File: src/rtl/mips_ctrl_pkg.sv
// Shared types and default constants for the MIPS run sequencer.
package mips_ctrl_pkg;

    typedef enum logic [2:0] {
        IDLE,
        HOLD,
        RUN,
        DONE,
        TIMEOUT
    } run_state_t;

    // Completion mailbox used by the test program: a store of 7 to 0x54.
    localparam logic [31:0] DEF_DONE_ADDR = 32'h0000_0054;
    localparam logic [31:0] DEF_DONE_DATA = 32'h0000_0007;

endpackage

File: src/rtl/mips_store_monitor.sv
// Snoops core data-memory stores for the completion write.
module mips_store_monitor
    import mips_ctrl_pkg::*;
#(
    parameter logic [31:0] DONE_ADDR = DEF_DONE_ADDR,
    parameter logic [31:0] DONE_DATA = DEF_DONE_DATA
) (
    input  logic        memwrite,
    input  logic [31:0] dataadr,
    input  logic [31:0] writedata,
    output logic        hit,
    output logic        hit_pass
);

    // Pure compare; the sequencer decides whether the hit is qualified.
    always_comb begin
        hit      = memwrite && (dataadr == DONE_ADDR);
        hit_pass = (writedata == DONE_DATA);
    end

endmodule

File: src/rtl/mips_run_ctrl.sv
// Run sequencer for the pipelined MIPS core: holds the core in reset,
// releases it on start, counts executed cycles and ends the run as
// pass / fail / timeout. Optional single-step support is enabled by
// defining MIPS_RUN_CTRL_STEP_EN.
module mips_run_ctrl
    import mips_ctrl_pkg::*;
#(
    parameter int unsigned CNT_W        = 32,
    parameter int unsigned RESET_CYCLES = 2,
    parameter logic [31:0] DONE_ADDR    = DEF_DONE_ADDR,
    parameter logic [31:0] DONE_DATA    = DEF_DONE_DATA
) (
    input  logic             clk,
    input  logic             reset,
    input  logic             start,
    input  logic             abort,
    input  logic [CNT_W-1:0] cycle_limit,
    input  logic             core_memwrite,
    input  logic [31:0]      core_dataadr,
    input  logic [31:0]      core_writedata,
`ifdef MIPS_RUN_CTRL_STEP_EN
    input  logic             step_mode,
    input  logic             step,
    output logic             stepping,
`endif
    output logic             core_reset,
    output logic             core_en,
    output logic             busy,
    output logic             done,
    output logic             pass,
    output logic             timeout,
    output logic [CNT_W-1:0] cycle_count
);

    localparam int unsigned HOLD_W = (RESET_CYCLES < 2) ? 1 : $clog2(RESET_CYCLES + 1);

    run_state_t       state, state_next;
    logic [CNT_W-1:0] limit_q;
    logic [HOLD_W-1:0] hold_cnt;
    logic [CNT_W-1:0] count_inc;
    logic             hit, hit_pass;
    logic             run_step, budget_hit, start_ok, en_ok;

    mips_store_monitor #(
        .DONE_ADDR(DONE_ADDR),
        .DONE_DATA(DONE_DATA)
    ) u_store_monitor (
        .memwrite (core_memwrite),
        .dataadr  (core_dataadr),
        .writedata(core_writedata),
        .hit      (hit),
        .hit_pass (hit_pass)
    );

    // State register.
    always_ff @(posedge clk or negedge reset) begin
        if (!reset) state <= IDLE;
        else        state <= state_next;
    end

    // Next-state logic; abort overrides every other transition.
    always_comb begin
        state_next = state;
        run_step   = (state == RUN) && core_en;
        count_inc  = (cycle_count == '1) ? cycle_count : cycle_count + CNT_W'(1);
        budget_hit = (limit_q != '0) && ((cycle_count + CNT_W'(1)) == limit_q);
        start_ok   = start && !abort && (state inside {IDLE, DONE, TIMEOUT});
`ifdef MIPS_RUN_CTRL_STEP_EN
        en_ok      = !step_mode || step;
`else
        en_ok      = 1'b1;
`endif
        case (state)
            IDLE, DONE, TIMEOUT: if (start_ok) state_next = HOLD;
            HOLD:                if (hold_cnt == HOLD_W'(1)) state_next = RUN;
            RUN: begin
                if (run_step && hit)             state_next = DONE;
                else if (run_step && budget_hit) state_next = TIMEOUT;
            end
            default:             state_next = IDLE;
        endcase
        if (abort) state_next = IDLE;
    end

    // Registered outputs follow the next state so core_en drops on the
    // same edge that enters DONE/TIMEOUT.
    always_ff @(posedge clk or negedge reset) begin
        if (!reset) begin
            core_reset  <= 1'b1;
            core_en     <= 1'b0;
            busy        <= 1'b0;
            done        <= 1'b0;
            pass        <= 1'b0;
            timeout     <= 1'b0;
            cycle_count <= '0;
            limit_q     <= '0;
            hold_cnt    <= '0;
        end else begin
            core_reset <= (state_next == IDLE) || (state_next == HOLD);
            core_en    <= (state_next == RUN) && en_ok;
            busy       <= (state_next == HOLD) || (state_next == RUN);
            if (start_ok) begin
                limit_q     <= cycle_limit;
                done        <= 1'b0;
                pass        <= 1'b0;
                timeout     <= 1'b0;
                cycle_count <= '0;
                hold_cnt    <= HOLD_W'(RESET_CYCLES);
            end else if (!abort) begin
                if (state == HOLD) hold_cnt <= hold_cnt - HOLD_W'(1);
                if (run_step) begin
                    cycle_count <= count_inc;
                    if (hit) begin
                        done <= 1'b1;
                        pass <= hit_pass;
                    end else if (budget_hit) begin
                        timeout <= 1'b1;
                    end
                end
            end
        end
    end

`ifdef MIPS_RUN_CTRL_STEP_EN
    // Step-mode indicator, registered alongside the other outputs.
    always_ff @(posedge clk or negedge reset) begin
        if (!reset) stepping <= 1'b0;
        else        stepping <= step_mode && (state_next == RUN);
    end
`endif

endmodule

File: config.mk
export PLATFORM = sky130hd
export DESIGN_NAME = mips_run_ctrl
export DESIGN_NICKNAME = d
export VERILOG_FILES = /design/src/rtl/mips_ctrl_pkg.sv /design/src/rtl/mips_store_monitor.sv /design/src/rtl/mips_run_ctrl.sv
export SDC_FILE = /design/constraint.sdc
export NUM_CORES = 1
export LEC_CHECK = 0
export CAP_MARGIN = 20
export CORE_MARGIN = 2
export CORE_UTILIZATION = 48
export DETAILED_ROUTE_END_ITERATION = 12
export PLACE_DENSITY = 0.81
export SYNTH_ARGS = -nofsm -noshare
export SYNTH_HDL_FRONTEND = slang
export SYNTH_SLANG_ARGS = --single-unit
export TNS_END_PERCENT = 10
File: constraint.sdc
create_clock -name clk -period 3.7 [get_ports clk]
set_input_delay 0.925 -clock clk [delete_from_list [all_inputs] [get_ports clk]]
set_output_delay 0.925 -clock clk [all_outputs]
set_load 0.01 [all_outputs]
# --- After elaboration in Yosys (flattened, before gate mapping) ---
# Index checks and enable logic that the tools add are counted.
classes:
  n_mux: 26
  reduce_logical: 23
  add_sub_neg: 2
  n_eq_ne: 14
ops:
  columns: ["operator", "count"]
  rows:
  - ["$mux W32", 4]
  - ["$add A32 B1 Y32 const B", 1]
  - ["$eq A32 B3 Y1 const B", 1]
  - ["$eq A32 B32 Y1", 1]
  - ["$eq A32 B32 Y1 const B", 1]
  - ["$eq A32 B7 Y1 const B", 1]
  - ["$reduce_bool A32 Y1", 1]
  - ["$mux W3", 5]
  - ["$mux W1", 13]
  - ["$eq A3 B2 Y1 const B", 3]
  - ["$pmux W3 S3", 1]
  - ["$reduce_bool A2 Y1", 4]
  - ["$logic_and A1 B1 Y1", 7]
  - ["$eq A3 B1 Y1 const B", 2]
  - ["$logic_not A3 Y1", 2]
  - ["$mux W2", 3]
  - ["$reduce_and A3 Y1", 2]
  - ["$ne A2 B1 Y1 const B", 2]
  - ["$reduce_and A4 Y1", 1]
  - ["$eq A3 B3 Y1 const B", 1]
  - ["$reduce_bool A3 Y1", 1]
  - ["$reduce_or A3 Y1", 1]
  - ["$eq A2 B1 Y1 const B", 1]
  - ["$logic_or A1 B1 Y1", 2]
  - ["4 further kinds", 4]
totals:
  wordCells: 75
  inputBits: 101
  output_inout_bits: 38
  register_bits: 75

# --- Depth between registers and ports, before layout ---
# Gate-level depths: netlist of the first run.
logic_depth:
  ltp_word: 10
  ltp_mapped: 12
  ltp_nobuf: 10

# --- Modules after synthesis ---
# Synthesis of the first run repeated with hierarchy kept, for this count alone.
unflattened:
  cells_unflattened: 537
  area_unflattened_um2: 4976.0
by_module_without_submodules:
  columns: ["mod", "n_inst", "cells_per_inst", "seq_area_each_um2", "area_per_inst_um2"]
  rows:
  - ["mips_run_ctrl", 1, 514, 1878.1, 4799.6]
  - ["mips_store_monitor", 1, 23, 0.0, 176.4]

# --- Worst setup path before layout of the first run ---
# OpenSTA, ideal clock, no wires.
synth_path:
  path_kind: "register to register"
  start: "register cycle_count[0]"
  end: "register busy"
  path_buffers: 1
  setup_time_ps: 120
  t_required_ps: 3580
  slack_ps: 684
  synth_period_minus_slack_ps: 3016
  arrival_ps: 2895
  stages_incl_launch_ff: 11
  cell_sequence: "dfrtp_1 > ha_1 > nand3_1 > or4_1 > clkbuf_1 > nor3_1 > a21oi_1 > nand4b_2 > nor4_4 > nor2_1 > o211a_1"
synth_between:
  elab_chain_cells: 10
  elab_cells_between_ends: 11
  classes_between: "add/sub (1); eq/ne (3); mux (4); reduce/logical (3)"
synth_lines:
  columns: ["element", "line", "source"]
  rows:
  - ["start, declared", "mips_run_ctrl.sv:32", "output logic [CNT_W-1:0] cycle_count"]
  - ["start signal, assigned", "mips_run_ctrl.sv:112", "cycle_count <= count_inc;"]
  - ["$add A32 B1 Y32 (*)", "mips_run_ctrl.sv:66", "budget_hit = (limit_q != '0) && ((cycle_count + CNT_W'(1)) == limit_q);"]
  - ["$eq A32 B32 Y1 (*)", "mips_run_ctrl.sv:66", null]
  - ["$logic_and A1 B1 Y1 (*)", "mips_run_ctrl.sv:66", null]
  - ["$logic_and A1 B1 Y1 (*)", "mips_run_ctrl.sv:78", "else if (run_step && budget_hit) state_next = TIMEOUT;"]
  - ["$mux W3 (*)", "mips_run_ctrl.sv:78", null]
  - ["$mux W3 (*)", "mips_run_ctrl.sv:77", "if (run_step && hit) state_next = DONE;"]
  - ["$pmux W3 S3 (*)", "mips_run_ctrl.sv:73", "case (state)"]
  - ["$mux W3 (*)", "mips_run_ctrl.sv:82", "if (abort) state_next = IDLE;"]
  - ["$eq A3 B1 Y1 / $eq A3 B2 Y1 (equally long branches)", "mips_run_ctrl.sv:101", "busy <= (state_next == HOLD) || (state_next == RUN);"]
  - ["$logic_or A1 B1 Y1 (*)", "mips_run_ctrl.sv:101", null]
  - ["end signal, assigned", "mips_run_ctrl.sv:101", null]
  - ["end, declared", "mips_run_ctrl.sv:28", "output logic busy,"]
# Every way passes the cells marked *; elsewhere a longest branch is shown, timed or not.
# A chain may end at the register's enable or synchronous reset.

# --- Final worst setup path of the first run ---
# Same ends and word-level chain as after synthesis.

==> flow_metrics.env, run 1 <==
export IMPL_fin_area_sq_um=6410
export IMPL_hold_violations=0
export IMPL_post_dp_cell_area_sq_um=6240
export IMPL_ioPinCount=139
export IMPL_layout_nets=808
export IMPL_vias_per_cell=5.86
export IMPL_core_area_sq_um=9640
export IMPL_dp_slack_ns=0.371
export IMPL_drv_slew=0
export IMPL_synth_edf_count=0
export IMPL_antenna_found_initial=0
export IMPL_numCtsBuffers=9
export IMPL_synth_ff_type="dfrtp_1"
export IMPL_finalCritPeriodShare=0.918
export IMPL_drive_gt1_frac=0.0606
export IMPL_grt_overflow_total=0
export IMPL_hold_class="register to register"
export IMPL_routabilityCongestion=0.951
export IMPL_yosysWarnings=0
export IMPL_cts_htree_levels=3
export IMPL_cts_resized_gates=0
export IMPL_p_per_area_nw_per_um2=313
export IMPL_syn_area_sq_um=4720
export IMPL_grt_pass1_vias=4558
export IMPL_fin_worst_skew_ns=0.0113
export IMPL_reg2reg_depth=9
export IMPL_ff2ff_setup_slack_ns=0.30
export IMPL_synth_area_per_cell_sq_um=8.18
export IMPL_track_usage=0.276
export IMPL_hpwl_mm=10.8
export IMPL_max_slew_margin=0.503
export IMPL_period_needed_ns=3.40
export IMPL_grt_max_degree=64
export IMPL_insertedDiodeCount=0
export IMPL_die_height_um=103
export IMPL_post_cts_buffers=0
export IMPL_grt_first_pass_wirelength_mm=22.7
export IMPL_drtPass1Iterations=5
export IMPL_grtUsageMet1=0.379
export IMPL_ys_types=65
export IMPL_async_reset_ff_frac=1.00
export IMPL_initial_core_util=0.490
export IMPL_row_count=36
export IMPL_synth_top_area_frac=0.392
export IMPL_cp_arrival_ns=3.64
export IMPL_cts_tree="yes"
export IMPL_cts_root_buf="clkbuf_8"
export IMPL_power_leakage_nw=2.56
export IMPL_num_vias=4930
export IMPL_endpoint="busy"
export IMPL_clock_sinks=75
export IMPL_irDropWorstVdd_mv=0.219
export IMPL_grt_use_met3=0.0638
export IMPL_grt_busiest_layer="met2"
export IMPL_cp_required_ns=3.94
export IMPL_die_w_um=103
export IMPL_setup_slack_ns=0.303
export IMPL_max_slew_worst_pin_slew_ns=0.746
export IMPL_grt_setup_unrepaired="no"
export IMPL_reg2reg_from="cycle_count[0]"
export IMPL_synth_area_leader_cell="dfrtp_1"
export IMPL_drcViolationCount=0
export IMPL_status="finished clean"
export IMPL_wirelength_mm=14.2
export IMPL_clk_pin_slew_ns=0.08
export IMPL_port_buffers=138
export IMPL_timing_rr_end="busy"
export IMPL_cts_hold_buf=0
export IMPL_wl_per_cell_um=16.9
export IMPL_ant_nets=0
export IMPL_setup_tns_ns=0
export IMPL_ys_seq_elements=75
export IMPL_crit_path_start_kind="register"
export IMPL_fmax_mhz=294
export IMPL_die_area_sq_um=10600
export IMPL_drt_iter0_drc=376
export IMPL_synth_nets=680
export IMPL_synth_cells=577
export IMPL_clk_latency_ns=0.36
export IMPL_setup_violations=0
export IMPL_area_growth_syn_to_layout_pct=35.8
export IMPL_end_kind="register"
export IMPL_critPathLaunch="cycle_count[0]"
export IMPL_critPathKind="register to register"
export IMPL_path_max_fanout=9
export IMPL_max_cap_viol_count=0
export IMPL_yosysSeqAreaShare=0.398
export IMPL_cts_path_max_buffers=2
export IMPL_synthTopCellsByArea="dfrtp_1 (39%), nand2_1 (9.6%), xnor2_1 (5.4%)"
export IMPL_use_met2=0.450
per-layer routing:
layer	part of all wire	vias up
met1	0.42	2328
met2	0.48	245
met4	0.010	0
met3	0.082	15
met5	0	-
li1	-	2342
worst min-delay path by stage:
stage,slack [ns],cells past startpoint,endpoint,from
after floorplan,0.49,2,limit_q[25],limit_q[25]
after global placement,0.49,2,done,done
after detailed placement,0.50,2,done,done
after CTS,0.53,2,done,done
after global routing,0.57,2,pass,pass
final,0.52,2,done,done
flip-flops by register name, summed over array words and instances (netlist names), 2 cells and up:
register and cells:
cycle_count 32, limit_q 32, state 3, hold_cnt 2
critical path: stages (launching register included):
cell and delay (ns):
dfrtp_1 0.55, ha_1 0.32, nand3_1 0.23, or4_1 0.67
nor3_1 0.40, a21oi_1 0.12, nand4b_2 0.30, nor4_4 0.37
nor2_1 0.10, o211a_1 0.22
cell families after synthesis:
logic type,count (synthesis),share of synthesized area
xor gates and xnor gates,42,0.0779
DFF,75,0.398
AOI/OAI and AO/OA,116,0.158
and+or+nand+nor,296,0.316
muxes,2,0.00424
buffers and inverters,44,0.0408
adders and majority gates,2,0.00530
through the flow:
step / hold WS, ns / power [mW] / util / cells
6_report: 0.522 / 2.00 / 0.665 / 842
3_5_place_dp: 0.502 / 1.42 / 0.647 / 827
2_1_floorplan: 0.488 / 1.20 / - / 577
5_1_grt: 0.565 / 2.10 / 0.665 / 842
4_1_cts: 0.526 / 2.01 / 0.665 / 842
3_3_place_gp: 0.486 / 1.40 / 0.647 / 827
cells in the final DEF (no fill, tap or decap), types with 5 or more instances in the layout:
cell type,instances
nor2b_1,5
o41ai_1,8
a21oi_1,14
inv_1,10
dfrtp_1,74
a31oi_1,7
clkbuf_8,10
and3_1,7
a211oi_1,5
nor2_1,45
o21ai_0,44
o31ai_1,17
and2_1,5
nand3_1,17
xnor2_1,29
nand2_1,121
xor2_1,13
nand4_1,20
clkdlybuf4s50_1,137
nor4_1,30
nor3_1,13
buf_4,10
area by class of cell:
cell class	instances	area [sq um]
flip-flops and latches	75	1880
inverters	11	41.3
multi-input cells	458	2660
fillers	857	3230
repair buffers	150	1490
well taps	133	166
clock inverters	5	37.5
clock buffers	10	138
power breakdown:
group	internal, mW	leakage [nW]	switching (mW)	total [mW]
registers	0.891	0.988	0.0972	0.988
logic	0.224	1.48	0.192	0.417
clock network	0.262	0.0852	0.337	0.599
synthesized netlist by cell type, types with 10 or more instances:
library cell / n
a21oi_1: 14
buf_2: 12
clkbuf_1: 16
dfrtp_1: 74
inv_1: 10
nand2_1: 121
nand3_1: 17
nand4_1: 20
nor2_1: 45
nor3_1: 13
nor4_1: 30
o21ai_0: 44
o31ai_1: 17
xnor2_1: 29
xor2_1: 13
No activity file was read; power rests on OpenSTA's default activity.
==> inputs of run 2 (changes only) <==
- clock period: 3.7 -> 3.9 ns (I/O delays scaled with it)
==> run 2 against run 1 <==
- utilization is essentially flat
- wire length fell by 0.23%
- clock skew is 0.0048 ns higher
- maximum frequency hardly changed
- cell count down 0.24%
- sequential power is 5.2% lower
- non-clock buffer count decreased by 3
- power decreased by 2.3%
- critical endpoint is now core_en
==> flow_metrics.env, run 2 (same netlist as run 1, synthesis figures left out) <==
export IMPL_cp_cell_sequence="ha_1 > nand3_1 > buf_4 > or4_1 > nor3_1 > a21oi_1 > nand4b_2 > nor3_2 > o21ai_1 > and3_1"
export IMPL_setup_violations=0
export IMPL_ioPinCount=139
export IMPL_routabilityCongestion=0.960
export IMPL_hp_start="done"
export IMPL_clk_latency_ns=0.37
export IMPL_area_growth_syn_to_layout_pct=35.9
export IMPL_numCtsBuffers=9
export IMPL_irDropWorstVdd_mv=0.200
export IMPL_critical_path_max_stage_delay_ns=0.60
export IMPL_core_area_sq_um=9640
export IMPL_wl_per_cell_um=16.9
export IMPL_reg2reg_from="cycle_count[0]"
export IMPL_critPathKind="register to register"
export IMPL_drcViolationCount=0
export IMPL_post_cts_buffers=0
export IMPL_crit_path_start_kind="register"
export IMPL_clock_sinks=75
export IMPL_finalCritPeriodShare=0.871
export IMPL_antenna_found_initial=0
export IMPL_die_height_um=103
export IMPL_top_regs="cycle_count (32), limit_q (32), state (3)"
export IMPL_hold_violations=0
export IMPL_cts_htree_levels=3
export IMPL_die_w_um=103
export IMPL_initial_core_util=0.490
export IMPL_wirelength_mm=14.2
export IMPL_hpwl_mm=10.8
export IMPL_fmax_mhz=294
export IMPL_drt_iter0_drc=553
export IMPL_grt_max_degree=64
export IMPL_cts_path_max_buffers=2
export IMPL_timing_rr_end="core_en"
export IMPL_final_cell_mix="clkdlybuf4s50_1 (137), nand2_1 (121), dfrtp_1 (74), nor2_1 (45), o21ai_0 (44)"
export IMPL_grt_first_pass_wirelength_mm=22.8
export IMPL_ff2ff_setup_slack_ns=0.50
export IMPL_cts_resized_gates=0
export IMPL_port_buffers=138
export IMPL_cts_tree="yes"
export IMPL_fin_hold_ws_ns=0.511
export IMPL_p_total_mw=1.96
export IMPL_ant_nets=0
export IMPL_vias_per_cell=5.92
export IMPL_insertedDiodeCount=0
export IMPL_hold_class="register to register"
export IMPL_row_count=36
export IMPL_num_vias=4969
export IMPL_path_buf_inv=1
export IMPL_max_slew_margin=0.473
export IMPL_period_needed_ns=3.40
export IMPL_cp_required_ns=4.15
export IMPL_drive_gt1_frac=0.0580
export IMPL_end_kind="register"
export IMPL_setup_tns_ns=0
export IMPL_p_per_area_nw_per_um2=305
export IMPL_path_delay_family="simple AND/OR/NAND/NOR gates"
export IMPL_holdPathStages=2
export IMPL_drv_slew=0
export IMPL_fin_worst_skew_ns=0.0160
export IMPL_max_cap_viol_count=0
export IMPL_grt_setup_unrepaired="no"
export IMPL_status="finished clean"
export IMPL_grt_pass1_vias=4582
export IMPL_power_leakage_nw=2.56
export IMPL_max_slew_worst_pin_slew_ns=0.790
export IMPL_track_usage=0.275
export IMPL_reg2reg_depth=10
export IMPL_path_max_fanout=9
export IMPL_die_area_sq_um=10600
export IMPL_cp_slowest_cell="or4_1"
export IMPL_cts_root_buf="clkbuf_8"
export IMPL_grt_overflow_total=0
export IMPL_drtPass1Iterations=5
export IMPL_cts_hold_buf=0
export IMPL_final_common_cell="clkdlybuf4s50_1"
export IMPL_hold_end="done"
export IMPL_cp_arrival_ns=3.64
export IMPL_clk_pin_slew_ns=0.10
export IMPL_final_util=0.665
export IMPL_layout_nets=805
## run 2: changes by cell type in the layout (fill, tap and decap cells not counted), sizes merged
cell and change:
inv -1, clkinvlp -1, buf -3, clkinv +3, bufinv +1, clkbuf -1
## run 2: area by class of cell
cell class,count,area [sq um]
Fill cell,831,3220
Tap cell,133,166
Inverter,11,41.3
Clock buffer,9,124
Clock inverter,7,77.6
Multi-Input combinational cell,458,2660
Timing Repair Buffer,147,1470
Sequential cell,75,1880
## run 2: through the flow
stage / worst slack, ns / cell area [sq um] / cells
after global routing: 0.270 / 6410 / 840
after global placement: 0.750 / 6210 / 824
after detailed placement: 0.616 / 6210 / 824
after CTS: 0.552 / 6410 / 840
after floorplan: 0.884 / 4720 / 577
final: 0.504 / 6410 / 840
## run 2: worst max path at each step
stage,start,depth (start not counted),to,slack (ns)
final,cycle_count[0],10,core_en,0.50
after global routing,cycle_count[0],10,state[1],0.27
after CTS,cycle_count[0],10,busy,0.55
after detailed placement,cycle_count[0],10,core_en,0.62
after global placement,cycle_count[2],9,busy,0.75
after floorplan,cycle_count[0],10,busy,0.88
## run 2: per-layer routing
metal,vias up,global-route usage,part of all wire
li1,2336,-,-
met1,2349,0.384,0.42
met2,257,0.439,0.48
met3,27,0.0450,0.079
met4,0,0.0891,0.018
met5,-,0,0
## run 2: report_power, final
| part | total [mW] | switching (mW) | internal (mW) |
|---|---|---|---|
| Sequential | 0.937 | 0.0919 | 0.845 |
| Clock | 0.623 | 0.323 | 0.300 |
| Combinational | 0.398 | 0.186 | 0.212 |
## run 2: worst reg2reg max path, cell delays in order, from the launching register on
cell	delay, ns
dfrtp_1	0.53
ha_1	0.33
nand3_1	0.10
buf_4	0.18
or4_1	0.61
nor3_1	0.45
a21oi_1	0.13
nand4b_2	0.29
nor3_2	0.34
o21ai_1	0.13
and3_1	0.18
==> inputs of run 3 (changes only) <==
- CORE_UTILIZATION: 48 -> 40
- PLACE_DENSITY: 0.81 -> 0.69
- SYNTH_HIERARCHICAL: default -> 1
==> run 3 against run 2 <==
- utilization down 8.8 points
- worst setup slack worse by 0.33 ns
- sequential power rose by 18%
- combinational power rose by 98%
- synthesized area increased by 5.4%
- wire length grew 8.3%
- maximum frequency is 8.8% lower
- via count hardly changed
- largest power group unchanged
- cell area increased by 8.6%
- cell count increased by 0.71%
- first-iteration DRC count down 42%
==> flow_metrics.env, run 3 <==
export IMPL_layout_nets=777
export IMPL_path_buf_inv=0
export IMPL_end_kind="register"
export IMPL_stdcell_count=846
export IMPL_ys_types=68
export IMPL_dp_slack_ns=-0.0341
export IMPL_num_vias=4968
export IMPL_antenna_found_initial=0
export IMPL_drcViolationCount=0
export IMPL_synth_edf_count=0
export IMPL_path_max_fanout=17
export IMPL_cts_hold_buf=0
export IMPL_critical_path_max_stage_delay_ns=0.68
export IMPL_setup_slack_ns=0.176
export IMPL_p_per_area_nw_per_um2=421
export IMPL_core_area_sq_um=12100
export IMPL_async_reset_ff_frac=1.00
export IMPL_top_regs="cycle_count (32), limit_q (32), state (3)"
export IMPL_ant_nets=0
export IMPL_power_leakage_nw=2.60
export IMPL_reg2reg_depth=9
export IMPL_wl_per_cell_um=18.1
export IMPL_hold_class="register to register"
export IMPL_drive_gt1_frac=0.143
export IMPL_cp_slowest_cell="or4_1"
export IMPL_crit_top_cell="nand3_1"
export IMPL_fin_worst_skew_ns=0.00519
export IMPL_critPathKind="register to register"
export IMPL_cp_arrival_ns=3.98
export IMPL_final_common_cell="clkdlybuf4s50_1"
export IMPL_routabilityCongestion=0.955
export IMPL_cts_path_max_buffers=2
export IMPL_cp_cell_sequence="nand3_2 > or4_1 > or3_1 > a2111oi_0 > nand3_1 > nor4_2 > nand3_1 > a211oi_2 > mux2i_1"
export IMPL_ff2ff_setup_slack_ns=0.18
export IMPL_track_usage=0.238
export IMPL_insertedDiodeCount=0
export IMPL_drv_slew=0
export IMPL_yosysWarnings=6
export IMPL_max_slew_margin=0.439
export IMPL_irDropWorstVdd_mv=0.217
export IMPL_grt_first_pass_wirelength_mm=24.9
export IMPL_cp_required_ns=4.16
export IMPL_fmax_mhz=269
export IMPL_synth_area_per_cell_sq_um=9.27
export IMPL_status="finished clean"
export IMPL_clock_sinks=75
export IMPL_cts_tree="yes"
export IMPL_period_needed_ns=3.72
export IMPL_wirelength_mm=15.3
export IMPL_ys_seq_elements=75
export IMPL_finalCritPeriodShare=0.955
export IMPL_synth_cells=537
export IMPL_synth_most_common_cell="dfrtp_1"
export IMPL_hpwl_mm=11.7
export IMPL_drt_iter0_drc=320
export IMPL_max_cap_viol_count=0
export IMPL_grt_max_degree=41
export IMPL_synthTopCellsByArea="dfrtp_1 (37%), mux2_2 (7.0%), xnor2_1 (6.3%)"
export IMPL_ioPinCount=139
export IMPL_crit_path_start_kind="register"
export IMPL_row_count=40
export IMPL_max_slew_worst_pin_slew_ns=0.842
export IMPL_synth_nets=640
export IMPL_reg2reg_from="cycle_count[4]"
export IMPL_fin_area_sq_um=6960
export IMPL_vias_per_cell=5.87
export IMPL_cts_root_buf="clkbuf_16"
export IMPL_critPathLaunch="cycle_count[4]"
export IMPL_cts_htree_levels=3
export IMPL_synth_top_area_frac=0.372
export IMPL_clk_latency_ns=0.34
export IMPL_hold_violations=0
export IMPL_fillers=1062
export IMPL_path_delay_family="simple AND/OR/NAND/NOR gates"
export IMPL_post_dp_cell_area_sq_um=6590
export IMPL_fin_hold_ws_ns=0.483
export IMPL_yosysSeqAreaShare=0.377
export IMPL_die_w_um=116
export IMPL_crit_cells=9
export IMPL_area_growth_syn_to_layout_pct=40.0
export IMPL_die_height_um=116
export IMPL_hp_start="hold_cnt[0]"
export IMPL_grt_overflow_total=0
export IMPL_synth_area_leader_cell="dfrtp_1"
export IMPL_p_total_mw=2.93
export IMPL_grt_pass1_vias=4989
export IMPL_grt_setup_unrepaired="no"
export IMPL_synth_common_cells="dfrtp_1 (74), nor2_1 (42), o21ai_0 (39)"
export IMPL_dpl_cell_count=831
export IMPL_port_buffers=138
export IMPL_syn_area_sq_um=4980
export IMPL_final_cell_mix="clkdlybuf4s50_1 (137), dfrtp_1 (74), nor2_1 (41), o21ai_0 (39), xnor2_1 (36)"
export IMPL_synth_ff_type="dfrtp_1"
export IMPL_clk_pin_slew_ns=0.06
export IMPL_numCtsBuffers=9
export IMPL_initial_core_util=0.413
export IMPL_holdPathStages=1
export IMPL_drtPass1Iterations=5
export IMPL_die_area_sq_um=13300
export IMPL_setup_violations=0
==> run 3: timing repair <==
action                                  4_1_cts  5_1_grt
buffers inserted                              0        0
endpoints found under the setup margin        0        1
gates resized for setup                       0        3
==> run 3: final cells by class <==
type                            instances  area [sq um]  area share
Clock inverter                          5           125      0.0180
Inverter                               12          45.0     0.00647
Timing Repair Buffer                  157          1530       0.220
Tap cell                              168           210      0.0302
Multi-Input combinational cell        419          2940       0.421
Sequential cell                        75          1880       0.270
Clock buffer                           10           239      0.0343
==> run 3: cells by family (layout without fill, tap and decap cells) <==
| group | after synthesis | in the layout | share of synthesized area |
|---|---|---|---|
| compound gates | 117 | 117 | 0.161 |
| xor+xnor | 48 | 48 | 0.0845 |
| fa+ha+maj | 2 | 2 | 0.00503 |
| buf+inv | 43 | 184 | 0.0349 |
| flops | 75 | 75 | 0.377 |
| mux | 35 | 35 | 0.0782 |
| simple gates | 217 | 217 | 0.259 |
==> run 3: per-stage QoR <==
stage,TNS [ns],utilization
floorplan,0,-
global placement,0,0.546
detailed placement,-0.0436,0.546
CTS,0,0.577
global route,0,0.577
finish,0,0.577
==> run 3: worst paths after layout <==
path	to
max in group asynchronous	cycle_count[23]
worst min register to register	hold_cnt[0]
worst min-delay path	hold_cnt[0]
worst max-delay path	busy
worst max register to register	busy
min in group asynchronous	limit_q[3]
==> run 3: worst register-to-register path: cells and delay by family, from the launching register on <==
family	cells	cell delay, ns
AO/OA/AOI/OAI	2	0.93
flip-flops	1	0.50
multiplexers	1	0.23
AND/OR/NAND/NOR	6	1.98
==> run 3: layer usage <==
metal / up-vias / part of all wire / GRT usage
met4: 0 / 0.027 / 0.0940
met5: - / 0 / 0
li1: 2296 / - / -
met2: 230 / 0.49 / 0.412
met1: 2407 / 0.41 / 0.296
met3: 35 / 0.073 / 0.0424
==> run 3: power by group <==
part           total, mW  internal [mW]  switching, mW  leakage [nW]
registers           1.11          0.932          0.181         0.964
logic              0.788          0.433          0.355          1.46
clock network       1.03          0.703          0.326         0.179
total               2.93           2.07          0.862          2.60
